`src/rtl/timer_pkg.sv`:
```
// Shared definitions for the target/compare timer: FSM states, compare
// mode encodings and the legal WIDTH range.
package timer_pkg;

  localparam int unsigned WIDTH_MIN = 4;
  localparam int unsigned WIDTH_MAX = 32;

  typedef enum logic [1:0] {
    IDLE = 2'd0,
    RUN  = 2'd1,
    HIT  = 2'd2
  } state_e;

  // Compare modes; MODE_RSVD decodes the same as MODE_GE.
  localparam logic [1:0] MODE_GE   = 2'b00;
  localparam logic [1:0] MODE_EQ   = 2'b01;
  localparam logic [1:0] MODE_GT   = 2'b10;
  localparam logic [1:0] MODE_RSVD = 2'b11;

endpackage

```
`src/rtl/mag_compare.sv`:
```
// Unsigned magnitude comparator.
// Ports:
//   a, b : WIDTH-bit unsigned operands
//   gt   : a > b
//   eq   : a == b
module mag_compare #(
  parameter int unsigned WIDTH = 16
) (
  input  logic [WIDTH-1:0] a,
  input  logic [WIDTH-1:0] b,
  output logic             gt,
  output logic             eq
);

  assign gt = (a > b);
  assign eq = (a == b);

endmodule

```
`src/rtl/target_compare_timer.sv`:
```
// Tick-driven up-counter compared against a loadable target. A hit either
// parks the timer in HIT (one-shot) or restarts the count (auto-reload).
// Ports:
//   clk, rst          : clock, synchronous active-high reset
//   tick              : count enable while running
//   start/stop/clear  : control pulses (priority clear > stop > start)
//   target_load       : capture target_in into the target register
//   target_in         : new compare target
//   mode              : 00 >=, 01 ==, 10 >, 11 treated as >=
//   auto_reload       : restart from 0 on a hit instead of entering HIT
//   count             : registered count
//   running           : state is RUN
//   match_pulse       : one-cycle pulse per hit event
//   match_sticky      : set by any hit, cleared by clear/rst
//   overflow          : sticky wrap flag
module target_compare_timer
  import timer_pkg::*;
#(
  parameter int unsigned WIDTH          = 16,
  parameter int unsigned RELOAD_DEFAULT = 0
) (
  input  logic             clk,
  input  logic             rst,
  input  logic             tick,
  input  logic             start,
  input  logic             stop,
  input  logic             clear,
  input  logic             target_load,
  input  logic [WIDTH-1:0] target_in,
  input  logic [1:0]       mode,
  input  logic             auto_reload,
  output logic [WIDTH-1:0] count,
  output logic             running,
  output logic             match_pulse,
  output logic             match_sticky,
  output logic             overflow
);

  // Elaboration-time parameter legality. Integrations that tie auto_reload
  // off are expected to tie it to RELOAD_DEFAULT; the live input governs.
  if ((WIDTH < WIDTH_MIN) || (WIDTH > WIDTH_MAX)) begin : g_bad_width
    $error("target_compare_timer: WIDTH out of range");
  end
  if (RELOAD_DEFAULT > 1) begin : g_bad_reload
    $error("target_compare_timer: RELOAD_DEFAULT must be 0 or 1");
  end

  state_e            state_q, state_d;
  logic [WIDTH-1:0]  count_q, count_d;
  logic [WIDTH-1:0]  target_q, target_d;
  logic              match_pulse_q, match_pulse_d;
  logic              match_sticky_q, match_sticky_d;
  logic              overflow_q, overflow_d;
  logic              gt_c, eq_c, hit_c;

  // Compare uses registered count and target only.
  mag_compare #(.WIDTH(WIDTH)) u_cmp (
    .a  (count_q),
    .b  (target_q),
    .gt (gt_c),
    .eq (eq_c)
  );

  // Mode mux; the reserved encoding falls back to >=.
  always_comb begin
    hit_c = gt_c | eq_c;
    case (mode)
      MODE_EQ: hit_c = eq_c;
      MODE_GT: hit_c = gt_c;
      default: hit_c = gt_c | eq_c;
    endcase
  end

  // State register.
  always_ff @(posedge clk) begin
    if (rst) begin
      state_q <= IDLE;
    end else begin
      state_q <= state_d;
    end
  end

  // Next-state logic.
  always_comb begin
    state_d = state_q;
    if (clear || stop) begin
      state_d = IDLE;
    end else begin
      case (state_q)
        IDLE: if (start) state_d = RUN;
        RUN:  if (hit_c && !auto_reload) state_d = HIT;
        HIT:  if (start) state_d = RUN;
        default: state_d = IDLE;
      endcase
    end
  end

  // Output / datapath next values. Start while in RUN is ignored, so the
  // RUN branch only looks at hit and tick.
  always_comb begin
    count_d        = count_q;
    match_pulse_d  = 1'b0;
    match_sticky_d = match_sticky_q;
    overflow_d     = overflow_q;
    target_d       = target_load ? target_in : target_q;
    if (clear) begin
      count_d        = '0;
      match_sticky_d = 1'b0;
      overflow_d     = 1'b0;
    end else if (!stop) begin
      case (state_q)
        HIT: begin
          if (start) count_d = '0;
        end
        RUN: begin
          if (hit_c) begin
            match_pulse_d  = 1'b1;
            match_sticky_d = 1'b1;
            if (auto_reload) count_d = '0;
          end else if (tick) begin
            count_d = count_q + WIDTH'(1);
            if (&count_q) overflow_d = 1'b1;
          end
        end
        default: ;
      endcase
    end
  end

  // Datapath registers.
  always_ff @(posedge clk) begin
    if (rst) begin
      count_q        <= '0;
      target_q       <= '1;
      match_pulse_q  <= 1'b0;
      match_sticky_q <= 1'b0;
      overflow_q     <= 1'b0;
    end else begin
      count_q        <= count_d;
      target_q       <= target_d;
      match_pulse_q  <= match_pulse_d;
      match_sticky_q <= match_sticky_d;
      overflow_q     <= overflow_d;
    end
  end

  assign count        = count_q;
  assign running      = (state_q == RUN);
  assign match_pulse  = match_pulse_q;
  assign match_sticky = match_sticky_q;
  assign overflow     = overflow_q;

endmodule

```
`config.mk`:
```
export PLATFORM = sky130hd
export DESIGN_NAME = target_compare_timer
export DESIGN_NICKNAME = d
export VERILOG_FILES = /design/src/rtl/timer_pkg.sv /design/src/rtl/mag_compare.sv /design/src/rtl/target_compare_timer.sv
export SDC_FILE = /design/constraint.sdc
export NUM_CORES = 1
export LEC_CHECK = 0
export ABC_AREA = 1
export BUFFER_PORTS_ARGS = -buffer_cell sky130_fd_sc_hd__buf_2
export CORE_MARGIN = 10
export CORE_UTILIZATION = 47
export DETAILED_ROUTE_END_ITERATION = 10
export PLACE_DENSITY = 0.7
export REMOVE_ABC_BUFFERS = 1
export SETUP_SLACK_MARGIN = 0.5
export SLEW_MARGIN = 20
export SYNTH_ARGS = -nofsm -noshare
export SYNTH_HDL_FRONTEND = slang
export SYNTH_HIERARCHICAL = 1
export SYNTH_SLANG_ARGS = --single-unit
```
`constraint.sdc`:
```
create_clock -name clk -period 2.66 [get_ports clk]
set_input_delay 0.399 -clock clk [delete_from_list [all_inputs] [get_ports clk]]
set_output_delay 0.399 -clock clk [all_outputs]
set_load 0.1 [all_outputs]
```
==> flow_summary.toml, run 1 <==
[clock_network]
clk_pin_slew_worst_paths_ps = 70
cts_tree = "yes"
numCtsBuffers = 5
clock-root-buffer = "clkbuf_8"
cts_max_path_buffers = 2
cts_htree_levels = 2
cts_sinks = 37
clock_latency_ps = 300
hold_buffers = 0

[grt]
grt_use_met1 = 0.175
antenna_found_initial = 0
use_met3 = 0.0474
grt_usage = 0.146
grt_pass1_vias = 2146
busiest_layer = "met2"
gr-total-overflow = 0
grt_max_degree = 18
grt_pass1_wl_mm = 9.99
grtUsageMet2 = 0.232

[job]
maxCapViolCount = 0

[final_layout]
area_growth_pct = 35.1
antenna_cells = 0
final_common_cell = "nand2_1"
drive_gt1_frac = 0.375
final_area_um2 = 3130
layout_common_cells = "nand2_1 (82), nor2_1 (54), buf_2 (45)"
final-instance-count-excl-fill = 467
nFillCells = 433
fin_nets = 450

[logic_synthesis]
syn_area_um2 = 2320
synth.distinct_cells = 28
synth.area.top_cells = "dfxtp_1 (32%), nand2_1 (14%), ha_1 (13%)"
avgSynthCellArea_um2 = 6.86
syn_inst = 338
yosysSeqAreaShare = 0.320
synth_largest_area_cell = "dfxtp_1"
ys_seq_elements = 37
yosysWarnings = 6
synth_top_area_frac = 0.320

[timing]
finalCritPeriodShare = 0.812
hold_viol = 0
rsz0062_at_grt = "yes"
setup_viol = 0
relSlewSlack = 0.500
worst_pin_slew_ps = 747
hold_slack_ps = 306
fin_crit_ps = 2160
clock.fmax_ghz = 0.463
setup_slack_ps = 499
drv_slew = 0
finalClockSkew_ps = 7.78

[die]
die_w_um = 90.2
fp.dieH_um = 90.2
start_util = 0.487
coreArea_um2 = 4750
die_area_um2 = 8140
pin_count = 46
rows = 25

[detailed_routing]
drc = 0
wl_per_cell_um = 14.3
vias = 2371
first_iter_violations = 126
ant_nets = 0
first_pass_iters = 7
wirelength_mm = 6.66
viasPerCell = 5.08

[worst_setup_path]
crit_chain = "inv_1 -> ha_1 -> nand2_2 -> nor2_1 -> nor2_2 -> nand2_4 -> nand2_2 -> a21oi_4 -> o21ai_4 -> nand3_4 -> nand2_8 -> nor2_4 -> a21oi_1 -> nor2_1"
path_delay_family = "simple AND/OR/NAND/NOR gates"
worst-setup-path-type = "reg2reg"
start_kind = "register"
critPathSlowestCell = "dfxtp_2"
cp.required_ps = 2900
cp_max_fo = 5
arrival_ps = 2400
path_buf_inv = 1
end_kind = "register"
slowest_delay_ps = 330

[placement]
port_buffers = 45
gp_congestion = 0.830
place_inst = 445
dpl_cell_area_um2 = 2600
hpwl_mm = 4.24
post-place-ws_ps = 435

[run_status]
outcome = "finished, final reports clean"

[min_path]
hold_path.class = "in2reg"

[pwr]
p_leak_uw = 0.00143
ir_drop_uv = 291
p_per_area_nw_per_um2 = 372
per-stage QoR:
step / util / setup TNS (ps) / total power, uW
global placement: 0.548 / 0 / 724
global route: 0.658 / 0 / 1220
finish: 0.658 / 0 / 1170
CTS: 0.583 / 0 / 1140
detailed placement: 0.548 / 0 / 729
floorplan: - / -7.05 / 683
layer usage:
layer  vias up  share of wire
met5         -              0
met4         0          0.023
met3        17          0.062
met2        87           0.47
met1      1063           0.44
li1       1204              -
power by group:
group / internal (uW) / switching (uW)
clock network: 206 / 209
registers: 570 / 11.7
logic: 66.8 / 103
total: 843 / 323
cell usage after synthesis, drive strengths merged:
master	n
nand2	92
nor2	63
inv	42
dfxtp	37
ha	24
nand3	23
a21oi	21
o21ai	15
nand4	6
clkbuf	5
nor3	3
a211oi	2
buf	2
a21o	1
clkinv	1
nand3b	1
area by class of cell:
cell class	instances	area [um^2]	share of cell area
clock buffer	7	86.3	0.0276
inverter	43	166	0.0532
multi-input combinational	255	1680	0.536
sequential	37	787	0.251
tap	67	83.8	0.0268
timing repair buffer	58	330	0.106
worst paths after layout:
| path | startpoint | endpoint | slack, ps | cells after the start |
|---|---|---|---|---|
| worst max-delay path | target_q[6]$_SDFFE_PP1P_ | count[14]$_SDFFE_PP0P_ | 500 | 14 |
| worst min-delay path | target_in[3] | target_q[3]$_SDFFE_PP1P_ | 310 | 3 |
| worst min register to register | target_q[2]$_SDFFE_PP1P_ | target_q[2]$_SDFFE_PP1P_ | 450 | 2 |
| worst max register to register | target_q[6]$_SDFFE_PP1P_ | count[14]$_SDFFE_PP0P_ | 500 | 14 |
repair_timing:
item / 4_1_cts / 5_1_grt
gates resized for setup: 10 / 73
setup buffers: 2 / 9
pin swaps: 4 / 20
endpoints found under the setup margin: 17 / 19
cloned: 3 / 1
worst min-delay path, cell delays in order:
cell and delay (ps):
buf_2 70, nand2_1 40, nand3_1 60
sequential cells by signal (all words and copies together) (netlist names):
name	cells
state_q	2
match_sticky	1
overflow	1
target_q	16
count	16
match_pulse	1
cells by family (layout without fill, tap and decap cells):
group	after synthesis	count (layout)	share of synthesized area
AND/OR/NAND/NOR	188	192	0.364
buffers and inverters	50	108	0.0859
flip-flops	37	37	0.320
adder cells (fa/ha/maj)	24	24	0.130
AO/OA/AOI/OAI	39	39	0.100
(Power assumes the default switching activity.)
==> inputs of run 2 (changes only) <==
==> constraint.sdc (replaced) <==
create_clock -name clk -period 2 [get_ports clk]
set_input_delay 0.3 -clock clk [delete_from_list [all_inputs] [get_ports clk]]
set_output_delay 0.3 -clock clk [all_outputs]
set_load 0.1 [all_outputs]
==> run 2 against run 1 <==
Compared with the run above:
- the flow now finishes with violations (setup timing)
- maximum frequency up 2.9%
- critical endpoint is now count[9]$_SDFFE_PP0P_
- sequential power up 34%
- combinational power up 60%
- clock power up 30%
- hold slack worse by 93 ps
- register-to-register slack worse by 600 ps
- sequential cell count unchanged
- final area up 12%
- first-iteration DRC count up 120%
==> flow_summary.toml, run 2 (same netlist as run 1, synthesis figures left out) <==
[die]
fp.dieH_um = 90.2
rows = 25
coreArea_um2 = 4750
start_util = 0.487
die_w_um = 90.2
die_area_um2 = 8140
pin_count = 46

[placement]
port_buffers = 45
gp_congestion = 0.852
hpwl_mm = 4.48

[worst_setup_path]
cp.required_ps = 2230
r2r_cells = 17
timing.rr.start = "target_q[1]$_SDFFE_PP1P_"
end_kind = "register"
start_kind = "register"
rrSetupSlack_ps = -100
cp_num_cells = 17
critPathCapture = "count[9]$_SDFFE_PP0P_"
critPathSlowestCell = "dfxtp_2"
arrival_ps = 2330
worst-setup-path-type = "reg2reg"
path_delay_family = "simple AND/OR/NAND/NOR gates"
path_buf_inv = 2
crit_path_frequent_cell = "nand2_1"
cp_max_fo = 7
r2r_end = "count[9]$_SDFFE_PP0P_"
crit_chain = "inv_1 -> ha_4 -> nand2_1 -> nand2_1 -> nand2_1 -> nand2_1 -> nand2_2 -> nand2_4 -> nand2_2 -> a21oi_4 -> o21ai_4 -> nand3_4 -> buf_4 -> nand3_4 -> nor2_1 -> nor2_1 -> nor2_2"
slowest_delay_ps = 330
worstSetupStartpoint = "target_q[1]$_SDFFE_PP1P_"

[clock_network]
cts_htree_levels = 2
hold_buffers = 0
cts_sinks = 37
clock-root-buffer = "clkbuf_8"
numCtsBuffers = 5
clk_pin_slew_worst_paths_ps = 80
clock_latency_ps = 300
cts_tree = "yes"
cts_max_path_buffers = 2

[timing]
setup_slack_ps = -101
worst_pin_slew_ps = 487
rsz0062_at_grt = "yes"
hold_slack_ps = 213
hold_viol = 0
finalCritPeriodShare = 1.05
drv_slew = 0
setup_viol = 17
clock.fmax_ghz = 0.476
relSlewSlack = 0.677
fin_crit_ps = 2100
finalClockSkew_ps = 9.81

[final_layout]
layout_common_cells = "nand2_1 (72), buf_4 (46), nor2_1 (45)"
drive_gt1_frac = 0.466
final_common_cell = "nand2_1"
fin_nets = 471
antenna_cells = 0
area_growth_pct = 50.8

[detailed_routing]
wirelength_mm = 6.97
drc = 0
first_iter_violations = 279
ant_nets = 0
wl_per_cell_um = 14.3
first_pass_iters = 5
vias = 2522
viasPerCell = 5.17

[pwr]
p_leak_uw = 0.00157
ir_drop_uv = 264
power_uw = 1590
p_per_area_nw_per_um2 = 455

[run_status]
outcome = "finished, violations left"
violations = "setup timing"

[grt]
antenna_found_initial = 0
grt_max_degree = 18
grt_pass1_vias = 2524
gr-total-overflow = 0
grt_pass1_wl_mm = 11.7
grt_usage = 0.168

[min_path]
hold_path.class = "in2reg"

[job]
maxCapViolCount = 0
[run 2: through the flow]
step | std cells | TNS [ps] | cell area (um^2) | util | setup slack (ps)
after floorplan | 331 | -12040 | 2280 | - | -667
after global placement | 466 | -1410 | 2760 | 0.581 | -122
after detailed placement | 466 | -2340 | 2760 | 0.581 | -177
after CTS | 481 | -192 | 3300 | 0.694 | -29.0
after global routing | 488 | -3130 | 3490 | 0.735 | -212
final | 488 | -829 | 3490 | 0.735 | -101
[run 2: metal layers]
layer	GRT usage	vias up	share of wire
li1	-	1251	-
met1	0.204	1139	0.43
met2	0.277	111	0.47
met3	0.0441	21	0.066
met4	0.0650	0	0.026
met5	0	-	0
[run 2: worst register-to-register path: cells and delay by family, from the launching register on]
kind | cells | cell delay [ps]
compound gates | 2 | 240
simple gates | 12 | 1000
fa+ha+maj | 1 | 270
flops | 1 | 330
buf+inv | 2 | 210
[run 2: how the worst min path moves through the flow]
stage                           from                         to  slack [ps]  cells past startpoint
4_1_cts                 target_in[4]   target_q[4]$_SDFFE_PP1P_         210                      3
6_report                target_in[4]   target_q[4]$_SDFFE_PP1P_         210                      3
5_1_grt                target_in[10]  target_q[10]$_SDFFE_PP1P_         230                      3
3_5_place_dp   overflow$_SDFFE_PP0P_      overflow$_SDFFE_PP0P_         440                      2
3_3_place_gp   overflow$_SDFFE_PP0P_      overflow$_SDFFE_PP0P_         440                      2
2_1_floorplan            target_load  target_q[10]$_SDFFE_PP1P_         420                      2
[run 2: area by class of cell]
type,instances,area [um^2]
clock buffers,7,86.3
fillers,371,1260
inverters,43,173
multi-input cells,256,1830
flip-flops and latches,37,768
well taps,67,83.8
repair buffers,78,548
[run 2: repair_timing]
item	4_1_cts	5_1_grt
resized for setup	99	36
hold endpoints to repair	0	0
buffers inserted	4	6
endpoints found under the setup margin	38	22
cloned	4	1
pin swaps	38	23
[run 2: report_power, final]
group | total [uW] | leakage [uW] | internal, uW | switching (uW)
clock network | 540 | 0.0000443 | 274 | 266
logic | 270 | 0.00123 | 115 | 155
registers | 779 | 0.000303 | 764 | 15.5
total | 1590 | 0.00157 | 1150 | 437
==> inputs of run 3 (changes only) <==
--- a/config.mk
+++ b/config.mk
@@ -10,11 +10,10 @@
 export CORE_MARGIN = 10
 export CORE_UTILIZATION = 47
 export DETAILED_ROUTE_END_ITERATION = 10
-export PLACE_DENSITY = 0.7
+export PLACE_DENSITY = 0.72
 export REMOVE_ABC_BUFFERS = 1
 export SETUP_SLACK_MARGIN = 0.5
 export SLEW_MARGIN = 20
 export SYNTH_ARGS = -nofsm -noshare
 export SYNTH_HDL_FRONTEND = slang
-export SYNTH_HIERARCHICAL = 1
 export SYNTH_SLANG_ARGS = --single-unit
==> constraint.sdc (replaced) <==
create_clock -name clk -period 1.8 [get_ports clk]
set_input_delay 0.27 -clock clk [delete_from_list [all_inputs] [get_ports clk]]
set_output_delay 0.27 -clock clk [all_outputs]
set_load 0.1 [all_outputs]
==> run 3 against run 2 <==
Compared with the run above:
- critical endpoint is now count[6]$_SDFFE_PP0P_
- the run still ends with setup timing left
- largest cell class unchanged
- hold slack worse by 23 ps
- combinational power up 6%
- non-clock buffer count up 7
- maximum frequency up 3.5%
- highest routed layer unchanged
- sequential power up 11%
==> flow_summary.toml, run 3 <==
[final_layout]
fin_nets = 495
layout_common_cells = "nand2_1 (66), inv_1 (50), nor2_1 (46)"
antenna_cells = 0
nFillCells = 355
area_growth_pct = 53.4
drive_gt1_frac = 0.376
final_common_cell = "nand2_1"

[clock_network]
cts_max_path_buffers = 2
clock-root-buffer = "clkbuf_8"
cts_tree = "yes"
cts_sinks = 37
clk_pin_slew_worst_paths_ps = 70
numCtsBuffers = 5
clock_latency_ps = 290
hold_buffers = 0
cts_htree_levels = 2

[pwr]
ir_drop_uv = 394
p_leak_uw = 0.00177
power_uw = 1890
p_per_area_nw_per_um2 = 512

[die]
die_w_um = 91.5
fp.dieH_um = 91.5
die_area_um2 = 8370
pin_count = 46
start_util = 0.495
rows = 25
coreArea_um2 = 4850

[placement]
port_buffers = 45
gp_congestion = 0.972
hpwl_mm = 4.96

[detailed_routing]
ant_nets = 0
first_pass_iters = 4
first_iter_violations = 167
wl_per_cell_um = 14.0
vias = 2566
wirelength_mm = 7.18
viasPerCell = 4.99
drc = 0

[worst_setup_path]
arrival_ps = 2250
critPathSlowestCell = "dfxtp_1"
end_kind = "register"
worst-setup-path-type = "reg2reg"
cp.required_ps = 2020
r2r_cells = 15
slowest_delay_ps = 340
cp_max_fo = 6
start_kind = "register"
crit_chain = "inv_1 -> ha_4 -> nand2_2 -> nor2_2 -> nand2_2 -> o21ai_1 -> nand3b_1 -> nand2_2 -> nand2_4 -> buf_6 -> nor2_4 -> inv_2 -> nor2_1 -> nor2_1 -> nor2_1"

[logic_synthesis]
synth.distinct_cells = 27
ys_seq_elements = 37
syn_inst = 363
synth_commonest_cells = "nand2_1 (81), inv_1 (58), nor2_1 (54), dfxtp_1 (37), a21oi_1 (26)"
avgSynthCellArea_um2 = 6.62
synth_most_common_cell = "nand2_1"
synth_largest_area_cell = "dfxtp_1"
synth_edf_count = 0
yosysSeqAreaShare = 0.308
synth.area.top_cells = "dfxtp_1 (31%), nand2_1 (13%), ha_1 (12%)"
syn_area_um2 = 2400
synth_top_area_frac = 0.308
synth_flop_cell = "dfxtp_1"
yosysWarnings = 0
async_flop_share = 0

[grt]
antenna_found_initial = 0
grt_pass1_wl_mm = 11.6
grt_usage = 0.164
gr-total-overflow = 0
grt_pass1_vias = 2487
grt_max_degree = 33

[timing]
finalClockSkew_ps = 3.86
clock.fmax_ghz = 0.493
setup_viol = 21
relSlewSlack = 0.666
setup_slack_ps = -230
fin_crit_ps = 2030
worst_pin_slew_ps = 501
hold_viol = 0
setup-tns-final_ps = -3640
rsz0062_at_grt = "yes"
finalCritPeriodShare = 1.13
drv_slew = 0

[job]
maxCapViolCount = 0

[min_path]
hold_depth = 3
hold_path.class = "in2reg"

[run_status]
outcome = "finished, violations left"
violations = "setup timing"
-- run 3: through the flow --
step | worst slack (ps) | hold slack [ps] | area [um^2] | util | std cells
floorplan | -931 | 370 | 2350 | - | 354
finish | -230 | 189 | 3690 | 0.760 | 514
detailed placement | -280 | 448 | 2940 | 0.606 | 500
CTS | -146 | 183 | 3420 | 0.706 | 513
global route | -403 | 205 | 3690 | 0.760 | 514
global placement | -218 | 441 | 2940 | 0.606 | 500
-- run 3: kinds of logic after synthesis --
kind of cell | Yosys count | share of synthesized area
xor+xnor | 9 | 0.0328
fa+ha+maj | 23 | 0.120
simple gates | 171 | 0.307
flops | 37 | 0.308
buf+inv | 69 | 0.116
compound gates | 54 | 0.116
-- run 3: area by class of cell --
| type | count | area (um^2) | area share |
|---|---|---|---|
| Sequential cell | 37 | 763 | 0.207 |
| Clock inverter | 1 | 30.0 | 0.00815 |
| Tap cell | 67 | 83.8 | 0.0227 |
| Inverter | 60 | 225 | 0.0611 |
| Timing Repair Buffer | 85 | 821 | 0.223 |
| Multi-Input combinational cell | 257 | 1680 | 0.455 |
| Clock buffer | 7 | 86.3 | 0.0234 |
-- run 3: power breakdown --
part / internal, uW / switching, uW / total (uW)
combinational: 120 / 168 / 287
sequential: 847 / 13.9 / 861
clock: 452 / 289 / 740
total: 1420 / 470 / 1890
-- run 3: final timing paths --
check / from / end / slack (ps)
min reg2reg: overflow$_SDFFE_PP0P_ / overflow$_SDFFE_PP0P_ / 460
max reg2reg: target_q[10]$_SDFFE_PP1P_ / count[6]$_SDFFE_PP0P_ / -230
min: target_in[13] / target_q[13]$_SDFFE_PP1P_ / 190
max: target_q[10]$_SDFFE_PP1P_ / count[6]$_SDFFE_PP0P_ / -230
-- run 3: repair_timing --
| action | in CTS | in global routing |
|---|---|---|
| gates resized for setup | 88 | 57 |
| setup buffers | 5 | 0 |
| endpoints found under the setup margin | 40 | 36 |
| pin swaps | 12 | 22 |
| cloned | 0 | 1 |
-- run 3: worst max-delay path, delay by kind of cell, from the launching register on --
family / cells / cell delay [ps]
AO/OA/AOI/OAI: 1 / 120
buffers and inverters: 3 / 300
adder cells (fa/ha/maj): 1 / 280
flip-flops: 1 / 340
AND/OR/NAND/NOR: 10 / 920
-- run 3: layer usage --
layer  GRT usage  up-vias  part of all wire
met3      0.0428       10             0.059
met4      0.0457        0             0.017
li1            -     1311                 -
met1       0.186     1182              0.41
met2       0.294       63              0.52
met5           0        -                 0
